===== src/rtl/floor_pkg.sv =====
// Shared constants and types for the floor tile path.
package floor_pkg;
  localparam int TILE_W          = 20;
  localparam int TILE_H          = 20;
  localparam int SCROLL_STEP_DEF = 1;
  localparam int RGB_W           = 12;
  localparam int FLOOR_ROM_SIZE  = TILE_W * TILE_H;

  typedef logic [RGB_W-1:0] rgb_t;
endpackage


===== src/rtl/tile_wrap_counter.sv =====
// Modulo-MOD counter with synchronous load (priority) and increment.
// cnt_next exposes the value the counter takes at the next edge so the
// caller can build an address from it in the same cycle.
module tile_wrap_counter #(
  parameter int MOD = 20,
  localparam int W  = (MOD > 1) ? $clog2(MOD) : 1
)(
  input  logic         clk,
  input  logic         reset,
  input  logic         load,
  input  logic [W-1:0] load_val,
  input  logic         inc,
  output logic [W-1:0] cnt,
  output logic [W-1:0] cnt_next
);
  logic [W-1:0] r_cnt;
  logic         w_wrap;

  assign w_wrap = (r_cnt == W'(MOD - 1));
  assign cnt    = r_cnt;

  // Next value: load beats increment, increment wraps at MOD-1.
  always_comb begin
    cnt_next = r_cnt;
    if (load)     cnt_next = load_val;
    else if (inc) cnt_next = w_wrap ? '0 : r_cnt + 1'b1;
  end

  // Counter state.
  always_ff @(posedge clk or posedge reset) begin
    if (reset) r_cnt <= '0;
    else       r_cnt <= cnt_next;
  end
endmodule


===== src/rtl/floor_addr_gen.sv =====
// Raster position -> floor tile ROM address, with per-frame horizontal
// scroll, plus re-timing of ROM data and visibility into rgb_o/rgb_valid.
// Latency: pixel_tick in cycle T -> rgb_valid in cycle T+3.
module floor_addr_gen #(
  parameter int DATA_WIDTH  = floor_pkg::RGB_W,
  parameter int ADDR_WIDTH  = 20,
  parameter int TILE_W      = floor_pkg::TILE_W,
  parameter int TILE_H      = floor_pkg::TILE_H,
  parameter int SCROLL_STEP = floor_pkg::SCROLL_STEP_DEF
)(
  input  logic                  clk,
  input  logic                  reset,
  input  logic                  pixel_tick,
  input  logic [9:0]            pixel_x,
  input  logic [9:0]            pixel_y,
  input  logic                  video_on,
  input  logic                  frame_start,
  input  logic                  scroll_en,
  output logic [ADDR_WIDTH-1:0] rom_addr,
  input  logic [DATA_WIDTH-1:0] rom_data,
  output logic [DATA_WIDTH-1:0] rgb_o,
  output logic                  rgb_valid
);
  localparam int UW  = (TILE_W > 1) ? $clog2(TILE_W) : 1;
  localparam int VW  = (TILE_H > 1) ? $clog2(TILE_H) : 1;
  localparam int UW1 = UW + 1;

  logic [UW-1:0]         r_scroll_u;
  logic [ADDR_WIDTH-1:0] r_rom_addr;
  logic                  r_vis_d1;
  logic [1:0]            r_vld_pipe;
  logic [DATA_WIDTH-1:0] r_rgb;
  logic                  r_rgb_valid;

  logic                  w_line_start, w_frame_top;
  logic [UW-1:0]         w_u_cnt, w_u_next, w_scroll_nxt;
  logic [VW-1:0]         w_v_cnt, w_v_next;
  logic [UW1-1:0]        w_scroll_sum;
  logic [ADDR_WIDTH-1:0] w_v_ext, w_row_base, w_addr_next;

  assign w_line_start = pixel_tick && (pixel_x == '0);
  assign w_frame_top  = w_line_start && (pixel_y == '0);

  // Column counter restarts at the scroll offset on every line.
  tile_wrap_counter #(.MOD(TILE_W)) u_ucnt (
    .clk(clk), .reset(reset),
    .load(w_line_start), .load_val(r_scroll_u), .inc(pixel_tick),
    .cnt(w_u_cnt), .cnt_next(w_u_next)
  );

  // Row counter steps once per line and restarts on the top line.
  tile_wrap_counter #(.MOD(TILE_H)) u_vcnt (
    .clk(clk), .reset(reset),
    .load(w_frame_top), .load_val('0), .inc(w_line_start),
    .cnt(w_v_cnt), .cnt_next(w_v_next)
  );

  // Row base = v*TILE_W; the default 20-wide tile uses v*16 + v*4.
  assign w_v_ext = ADDR_WIDTH'(w_v_next);
  if (TILE_W == 20) begin : g_shift
    assign w_row_base = (w_v_ext << 4) + (w_v_ext << 2);
  end else begin : g_mul
    assign w_row_base = w_v_ext * ADDR_WIDTH'(TILE_W);
  end
  assign w_addr_next = w_row_base + ADDR_WIDTH'(w_u_next);

  // Scroll offset wraps modulo TILE_W (SCROLL_STEP < TILE_W, one subtract suffices).
  assign w_scroll_sum = UW1'(r_scroll_u) + UW1'(SCROLL_STEP);
  assign w_scroll_nxt = (w_scroll_sum >= UW1'(TILE_W)) ? UW'(w_scroll_sum - UW1'(TILE_W))
                                                       : UW'(w_scroll_sum);

  // Scroll register; a coincident line-start tick still loads the old value.
  always_ff @(posedge clk or posedge reset) begin
    if (reset)                         r_scroll_u <= '0;
    else if (frame_start && scroll_en) r_scroll_u <= w_scroll_nxt;
  end

  // Address and stage-1 visibility captured on pixel_tick, held otherwise.
  always_ff @(posedge clk or posedge reset) begin
    if (reset) begin
      r_rom_addr <= '0;
      r_vis_d1   <= 1'b0;
    end else if (pixel_tick) begin
      r_rom_addr <= w_addr_next;
      r_vis_d1   <= video_on;
    end
  end

  // Valid pipeline: [0] marks a fresh address, [1] marks visible ROM data;
  // rgb_valid is a one-cycle pulse per visible tick.
  always_ff @(posedge clk or posedge reset) begin
    if (reset) begin
      r_vld_pipe  <= '0;
      r_rgb       <= '0;
      r_rgb_valid <= 1'b0;
    end else begin
      r_vld_pipe[0] <= pixel_tick;
      r_vld_pipe[1] <= r_vld_pipe[0] & r_vis_d1;
      r_rgb         <= rom_data;
      r_rgb_valid   <= r_vld_pipe[1];
    end
  end

  assign rom_addr  = r_rom_addr;
  assign rgb_o     = r_rgb;
  assign rgb_valid = r_rgb_valid;
endmodule


===== config.mk =====
export PLATFORM = sky130hd
export DESIGN_NAME = floor_addr_gen
export DESIGN_NICKNAME = d
export VERILOG_FILES = /design/src/rtl/floor_pkg.sv /design/src/rtl/tile_wrap_counter.sv /design/src/rtl/floor_addr_gen.sv
export SDC_FILE = /design/constraint.sdc
export NUM_CORES = 1
export LEC_CHECK = 0
export CAP_MARGIN = 20
export CORE_ASPECT_RATIO = 0.9
export CORE_MARGIN = 2
export CORE_UTILIZATION = 35
export CTS_CLUSTER_SIZE = 8
export DETAILED_ROUTE_END_ITERATION = 6
export HOLD_SLACK_MARGIN = 0.1
export SYNTH_ARGS = -nofsm -noshare
export SYNTH_HDL_FRONTEND = slang
export SYNTH_SLANG_ARGS = --single-unit
export TNS_END_PERCENT = 20

===== constraint.sdc =====
create_clock -name clk -period 5.9 [get_ports clk]
set_input_delay 0.885 -clock clk [delete_from_list [all_inputs] [get_ports clk]]
set_output_delay 0.885 -clock clk [all_outputs]
set_load 0.01 [all_outputs]

* Yosys cells after proc, flatten, opt, wreduce, memory -nomap -nowiden
Cells that the tools add are included.
** Word-level totals
- Register bits :: 51
- Bits of input ports :: 38
- Output and inout port bits :: 33
- Word-level logic and storage cells :: 30
** Operators by class
- Add/sub/neg operators :: 6
- Order comparisons :: 1
- Eq/ne operators :: 2
- Multiplexer cells :: 7
- Bitwise logic cells :: 1
- Reduce and logical (&&, ||, !) cells :: 5
** Operators by type and width (number)
- 2-to-1 mux 5 bit :: 7
- zero test 10 bit :: 2
- adder 10 x 5 -> 11 bit :: 1
- adder 5 x 1 -> 5 bit (second input constant) :: 2
- adder 9 x 7 -> 10 bit :: 1
- == test 5 bit (second input constant) :: 2
- adder 5 x 1 -> 6 bit (second input constant) :: 1
- greater-or-equal comparator 6 x 5 -> 1 bit (second input constant) :: 1
- subtractor 5 bit (second input constant) :: 1
- logical AND 1 bit :: 3
- bitwise AND 1 bit :: 1

* Longest topological paths before layout
Gate-level depths: netlist of run 1.
- Depth in word-level cells :: 6
- Depth in mapped cells :: 13
- Mapped depth without buffers :: 13

* Cells and area by module
A second synthesis of run 1 with hierarchy kept.
** Second synthesis, totals
- Cells, all modules :: 203
- Area total of the unflattened synthesis :: 2254.7 um^2
** By module, submodules not included
- floor_addr_gen :: times used 1, cells each 141, area an instance 1629.1 um^2
- tile_wrap_counter :: times used 2, cells each 31, area an instance 312.8 um^2

* Worst setup path before layout of run 1
Ideal clock, no wire load.
- Path type :: in2reg
- Start point :: input pixel_x[1]
- End point :: register r_rom_addr[8] (netlist: rom_addr[8])
- Setup time :: 0.129 ns
- Arrival :: 3.792 ns
- Required time :: 5.771 ns
- Setup slack :: 1.979 ns
- Stages :: 12
- Buffers on the path :: 1
- Cells stage by stage :: or4b_4 > nand3b_4 > clkbuf_1 > o21ai_0 > nand2_1 > fa_1 > ha_1 > a21o_1 > a221oi_1 > nor2_1 > o211a_1 > a2111o_1
** Between the ends
- Word-level cells in the longest chain between the ends :: 6
** Ends and longest elaborated chain
- start, declared :: line floor_addr_gen.sv:14 : input logic [9:0] pixel_x,
- zero test 10 bit * :: line floor_addr_gen.sv:41 : assign w_line_start = pixel_tick && (pixel_x == '0);
- logical AND 1 bit * :: line floor_addr_gen.sv:41
- 2-to-1 mux 5 bit / logical AND 1 bit (equally long branches) :: line tile_wrap_counter.sv:26, floor_addr_gen.sv:42
- 2-to-1 mux 5 bit * :: line tile_wrap_counter.sv:25 : if (load) cnt_next = load_val;
- named net u_vcnt.cnt_next[2] :: line tile_wrap_counter.sv:14 : output logic [W-1:0] cnt_next
- adder 9 x 7 -> 10 bit * :: line floor_addr_gen.sv:61 : assign w_row_base = (w_v_ext << 4) + (w_v_ext << 2);
- adder 10 x 5 -> 11 bit * :: line floor_addr_gen.sv:65 : assign w_addr_next = w_row_base + ADDR_WIDTH'(w_u_next);
- end signal, assigned :: line floor_addr_gen.sv:84 : r_rom_addr <= w_addr_next;
- end, declared :: line floor_addr_gen.sv:29 : logic [ADDR_WIDTH-1:0] r_rom_addr;
The timed path passes the listed nets; every way through them passes the cells marked *.
A chain may end at the register's enable or synchronous reset.

* Final worst setup path of run 1
- Start point :: input pixel_tick
- End point :: register r_rom_addr[8] (netlist: rom_addr[8])
** Between the ends
- Word-level cells in the longest chain between the ends :: 5
** Ends and longest elaborated chain
- start, declared :: line floor_addr_gen.sv:13 : input logic pixel_tick,
- logical AND 1 bit * :: line floor_addr_gen.sv:41
- 2-to-1 mux 5 bit / logical AND 1 bit (equally long branches) :: line tile_wrap_counter.sv:26, floor_addr_gen.sv:42
- 2-to-1 mux 5 bit * :: line tile_wrap_counter.sv:25
- named net u_vcnt.cnt_next[2] :: line tile_wrap_counter.sv:14
- adder 9 x 7 -> 10 bit * :: line floor_addr_gen.sv:61
- adder 10 x 5 -> 11 bit * :: line floor_addr_gen.sv:65
Marks and branches as above.

==> results of run 1 <==
[cells by family after synthesis]
group | Yosys count | synth area share [%]
other cells | 1 | 0.169
mux | 8 | 4.00
simple gates | 68 | 17.8
fa+ha+maj | 17 | 10.3
compound gates | 39 | 12.5
buf+inv | 22 | 5.41
xor+xnor | 9 | 3.55
flops | 41 | 46.2
[cells in the mapped netlist (2+ instances only)]
library cell,count,area share [%]
ha_1,15,8.5
nand2b_1,5,1.4
inv_1,7,1.2
and2_1,2,0.56
nor2_1,15,2.5
buf_4,10,3.4
nand2_1,11,1.9
nand3_1,4,0.90
xnor2_1,6,2.4
nor2b_1,2,0.56
mux2_2,7,3.6
nor3b_1,2,0.68
xor2_1,3,1.2
a21o_1,4,1.4
and3_1,3,0.85
or3_1,2,0.56
nand4_1,3,0.85
nor4_1,3,0.85
fa_1,2,1.8
a31oi_1,2,0.56
dfrtp_1,41,46
o31ai_1,3,1.0
nor3_1,8,1.8
a21oi_1,12,2.7
clkbuf_1,5,0.85
nand4b_1,2,0.79
a22o_1,2,0.79
o21ai_0,5,1.1
[worst max path at each step]
stage | to | cells after the start | slack (ps) | startpoint
floorplan | rom_addr[8] | 12 | 1980 | pixel_x[1]
global placement | rom_addr[8] | 14 | 1240 | pixel_tick
detailed placement | rom_addr[8] | 14 | 1180 | pixel_tick
CTS | rom_addr[8] | 14 | 1500 | pixel_tick
global route | rom_addr[9] | 13 | 1280 | pixel_tick
finish | rom_addr[8] | 14 | 1530 | pixel_tick
[layer usage]
| metal | part of all wire (%) | routed length (um) | track usage [%] | vias to the layer above |
|---|---|---|---|---|
| met4 | 1.3 | 58 | 4.62 | 0 |
| met5 | 0 | 0 | 0 | - |
| met1 | 49 | 2160 | 19.2 | 768 |
| met2 | 44 | 1940 | 20.2 | 49 |
| li1 | - | - | - | 843 |
| met3 | 6.1 | 269 | 3.62 | 7 |
[registers in the layout, indices dropped and copies added (netlist names)]
signal	flops
rgb_o	12
r_vld_pipe	2
rgb_valid	1
r_scroll_u	5
u_ucnt.cnt	5
r_vis_d1	1
u_vcnt.cnt	5
rom_addr	10
[cells in the final DEF (no fill, tap or decap), drive strengths merged, types with 2 or more instances in the layout]
cell and count:
nand2 11, nor4 3, nand4b 3, a21oi 12
o21ai 6, nor3 8, ha 15, nand4 3
buf 2, nor3b 2, mux2 7, and2 2
nand3 4, nor2b 2, clkdlybuf4s50 60, nand2b 5
a21o 4, a22o 2, o31ai 3, conb 10
clkbuf 7, inv 7, and3 3, nor2 15
xor2 3, or3 2, xnor2 6, fa 2
dfrtp 41, a31oi 2
[critical path: cells and delay by family]
family | cells | cell delay (ps)
fa+ha+maj | 2 | 790
compound gates | 4 | 860
simple gates | 6 | 1310
buf+inv | 2 | 700
[stage by stage]
step | setup WS (ps) | area, um^2 | std cells
6_report | 1530 | 3000 | 356
5_1_grt | 1280 | 3000 | 356
4_1_cts | 1500 | 3000 | 356
3_5_place_dp | 1180 | 2880 | 348
3_3_place_gp | 1240 | 2880 | 348
2_1_floorplan | 1980 | 2250 | 214
[power groups by stage]
stage                     clock, mW  sequential [mW]  combinational [mW]
after global routing          0.255            0.405               0.354
final                         0.231            0.396               0.305
after floorplan                   0            0.392               0.198
after global placement            0            0.401               0.302
after detailed placement          0            0.401               0.308
after CTS                     0.241            0.396               0.310
[cell type report]
type                            count  area share, %
Clock buffer                        7           2.88
Clock inverter                      1           1.00
Inverter                            7          0.876
Multi-Input combinational cell    151           36.9
Sequential cell                    41           34.2
Tap cell                           87           3.63
Timing Repair Buffer               62           20.5
==> impl_metrics.tcl, run 1 <==
set metrics [dict create \
    status "completed" \
    synth_seq_cells 41 \
    clock_path_buffers 2 \
    worstSetupPathType "input port to flip-flop" \
    seqCellArea_um2 1030 \
    final_util_pct 49.0 \
    drtAntennaViolNets 0 \
    ios 71 \
    antenna-diode-count 0 \
    fin_crit_ps 4370 \
    slowest_stage "or4b_4" \
    grt_overflow 0 \
    hold_viol_final 0 \
    fin_skew_ps 3.96 \
    ys_types 47 \
    dr_total_vias 1667 \
    cp_cell_sequence "clkdlybuf4s50_1, buf_4, or4b_4, nand3b_4, nor2_1, nand4b_1, nand2_1, fa_1, ha_1, a21o_1, a221oi_1, nor2_1, o211a_1, a2111o_1" \
    cp_common_cell "nor2_1" \
    rsz0062_at_grt "false" \
    whs_path_depth 0 \
    swShare_pct 31.6 \
    grt_max_degree 42 \
    clkLatencyLatePin_ps 290 \
    synth_edf_count 0 \
    ctsResizeCount 0 \
    ctsHoldBuffers 0 \
    die_h_um 79.5 \
    syn_area_um2 2220 \
    r2r_slack_ps 2790 \
    cts_tree "yes" \
    dp_hpwl_um 3380 \
    power_uw 931 \
    timing.rr.start "u_ucnt.cnt[0]" \
    syn_to_final_growth_pct 35.2 \
    max_stage_delay_ps 500 \
    worstMarginPinSlew_ps 541 \
    drc 0 \
    cp.required_ps 6080 \
    grt_pass1_vias 1655 \
    synth_area_per_cell_um2 10.8 \
    max_freq_mhz 229 \
    cp.arrival_ps 4550 \
    avgViaCountPerCell 4.68 \
    synth_flop_cell "dfrtp_1" \
    drive_above_1_share_pct 8.18 \
    holdPathEnd "rgb_valid" \
    routabilityCongestion 0.733 \
    async_reset_ff_share_pct 100 \
    std_cell_rows 27 \
    core_area_um2 6110 \
    p_clk_share_pct 24.8 \
    crit_fanout 22 \
    post_drt_wl_per_cell_um 12.4 \
    die_x_um 87.9 \
    tns_ps 0 \
    dieArea_um2 6990 \
    p_sw_uw 294 \
    worst_hold_slack_ps 357 \
    hold_class "flip-flop to flip-flop" \
    clkTransAtPathRegs_ps 80 \
    post_cts_buffers 0 \
    htreeDepth 2 \
    grt_pass1_wl_um 7460 \
    num-fill-cells 558 \
    leakage_nw 1.33 \
    ys_seq_area_share_pct 46.2 \
    startpoint_type "input port" \
    slew_violations 0 \
    setup_viol 0 \
    synth_warnings 0 \
    slew_headroom_pct 63.6 \
    min_from "r_vld_pipe[1]" \
    syn_inst 205 \
    grt_usage_pct 13.6 \
    multi_input_area_um2 1110 \
    antenna_found_initial 0 \
    r2r_end "rom_addr[8]" \
    first_pass_iters 4 \
    fin_nets 323 \
    power_frac_seq_pct 42.5 \
    ff2ff_path_depth 12 \
    portBuffers 60 \
    ir_worst_vdd_uv 175 \
    clockRootBuffer "clkbuf_8" \
    powerDensity_nw_per_um2 310 \
    initial_core_util_pct 36.3 \
    clock_sinks 41 \
    first_iter_violations 81 \
    cp-end-kind "flip-flop" \
    finalCritPeriodShare_pct 74.1 \
    cts_made_buffers 5 \
    cellInternalPower_uw 637 \
    cap_violations 0 \
    power_frac_comb_pct 32.7 \
    drt_wl_total_um 4430 \
]
Power figures use the tool's default switching activity.
==> run 2: changes to the inputs <==
- PLACE_DENSITY: unset -> 0.66
- clock period: 5.9 -> 3.8 ns (I/O delays scaled with it)
==> run 2 against run 1 <==
  * Register-to-register slack lost 2000 ps
  * Total power grew 63%
  * Worst setup slack lost 1300 ps
  * Largest cell class unchanged
  * Highest routed layer unchanged
==> impl_metrics.tcl, run 2 (synthesis results as in run 1) <==
set metrics [dict create \
    post_drt_wl_per_cell_um 11.8 \
    tns_ps 0 \
    grt_max_degree 42 \
    cp-end-kind "flip-flop" \
    slew_violations 0 \
    syn_to_final_growth_pct 44.5 \
    largest_reg_flops 12 \
    p_sw_uw 467 \
    power_frac_comb_pct 32.2 \
    fin_skew_ps 6.00 \
    die_x_um 87.9 \
    grt_overflow 0 \
    max_freq_mhz 276 \
    clockRootBuffer "clkbuf_8" \
    grt_pass1_vias 1756 \
    timing.rr.start "u_vcnt.cnt[0]" \
    setup.worst_path.end "rom_addr[8]" \
    cp.required_ps 3980 \
    htreeDepth 2 \
    ff2ff_path_depth 11 \
    finalCritPeriodShare_pct 95.3 \
    dr_total_vias 1755 \
    grt_pass1_wl_um 7690 \
    initial_core_util_pct 36.3 \
    clock_path_buffers 2 \
    hold_class "flip-flop to flip-flop" \
    cp_cell_sequence "clkdlybuf4s50_1, or4b_4, nand3b_4, nor2_2, nand4b_1, nand2_2, fa_2, ha_1, a21o_1, a221oi_2, nor2_1, o211a_1, a2111o_1" \
    r2r_end "rom_addr[8]" \
    final_area_um2 3210 \
    final_cells 377 \
    rsz0062_at_grt "false" \
    setup_ws_ps 180 \
    cts_tree "yes" \
    clock_sinks 41 \
    cellInternalPower_mw 1.05 \
    die_h_um 79.5 \
    place_area_um2 3030 \
    power_frac_seq_pct 40.2 \
    fin_nets 344 \
    fin_crit_ps 3620 \
    drive_above_1_share_pct 17.6 \
    worstSetupPathType "input port to flip-flop" \
    ios 71 \
    r2r_slack_ps 830 \
    first_pass_iters 4 \
    antenna-diode-count 0 \
    status "completed" \
    dp.cells 368 \
    drc 0 \
    avgViaCountPerCell 4.66 \
    swShare_pct 30.8 \
    crit_start "pixel_tick" \
    slew_headroom_pct 66.4 \
    cts_made_buffers 5 \
    powerDensity_nw_per_um2 473 \
    final_common_cell "clkdlybuf4s50_1" \
    setup_viol 0 \
    drt_wl_total_um 4450 \
    num-fill-cells 525 \
    routabilityCongestion 0.865 \
    p_clk_share_pct 27.6 \
    antenna_found_initial 0 \
    startpoint_type "input port" \
    dieArea_um2 6990 \
    ir_worst_vdd_uv 279 \
    grt_usage_pct 13.9 \
    first_iter_violations 107 \
    clkTransAtPathRegs_ps 80 \
    cap_violations 0 \
    hold_viol_final 0 \
    cp.arrival_ps 3800 \
    portBuffers 60 \
    max_stage_delay_ps 480 \
    leakage_nw 1.45 \
    slowest_stage "clkdlybuf4s50_1" \
    core_area_um2 6110 \
    drtAntennaViolNets 0 \
    clkLatencyLatePin_ps 300 \
    final_cell_mix "clkdlybuf4s50_1, dfrtp_1, buf_4" \
    worstMarginPinSlew_ps 504 \
    crit_fanout 6 \
    dpl_worst_slack_ps -229 \
    power_mw 1.52 \
    dp_hpwl_um 3490 \
    std_cell_rows 27 \
]
==> run 2: cell type report <==
class / instances / area (um^2) / share of cell area (%)
sequential: 41 / 1030 / 32.0
clock buffer: 5 / 68.8 / 2.15
tap: 87 / 109 / 3.40
timing repair buffer: 83 / 773 / 24.1
multi-input combinational: 151 / 1130 / 35.4
inverter: 7 / 26.3 / 0.820
clock inverter: 3 / 68.8 / 2.15
==> run 2: worst min path at each step <==
| stage | slack (ps) | startpoint | depth (start not counted) | end |
|---|---|---|---|---|
| global route | 370 | r_vld_pipe[1] | 0 | rgb_valid |
| finish | 360 | r_vld_pipe[1] | 0 | rgb_valid |
| CTS | 360 | r_vld_pipe[1] | 0 | rgb_valid |
| detailed placement | 340 | r_vld_pipe[1] | 0 | rgb_valid |
| global placement | 330 | r_vld_pipe[1] | 0 | rgb_valid |
| floorplan | 330 | r_vld_pipe[1] | 0 | rgb_valid |
==> run 2: timing repair <==
item,CTS,global route
endpoints found under the setup margin,0,3
gates resized for setup,0,8
hold buffers,0,0
setup buffers,0,1
==> run 2: worst max-delay path: cells and delay by family <==
kind | cells | cell delay (ps)
adder cells (fa/ha/maj) | 2 | 760
AND/OR/NAND/NOR | 6 | 1130
AO/OA/AOI/OAI | 4 | 850
buffers and inverters | 1 | 480
==> run 2: layer usage <==
metal / wire, um / part of all wire [%] / GRT usage (%)
met5: 0 / 0 / 0
met4: 55 / 1.2 / 4.62
met3: 289 / 6.5 / 3.52
met2: 1970 / 44 / 21.6
met1: 2130 / 48 / 18.7
==> run 2: power groups by stage <==
| stage | sequential (mW) | clock [mW] | combinational, mW |
|---|---|---|---|
| after floorplan | 0.609 | 0 | 0.307 |
| after global placement | 0.616 | 0 | 0.474 |
| after detailed placement | 0.617 | 0 | 0.488 |
| after CTS | 0.610 | 0.431 | 0.489 |
| after global routing | 0.630 | 0.449 | 0.559 |
| final | 0.610 | 0.419 | 0.489 |
==> run 2: per-stage QoR <==
step                      util (%)  hold WS, ps
after floorplan                  -          331
after global placement        49.6          333
after detailed placement      49.6          343
after CTS                     51.9          362
after global routing          52.4          366
final                         52.4          360
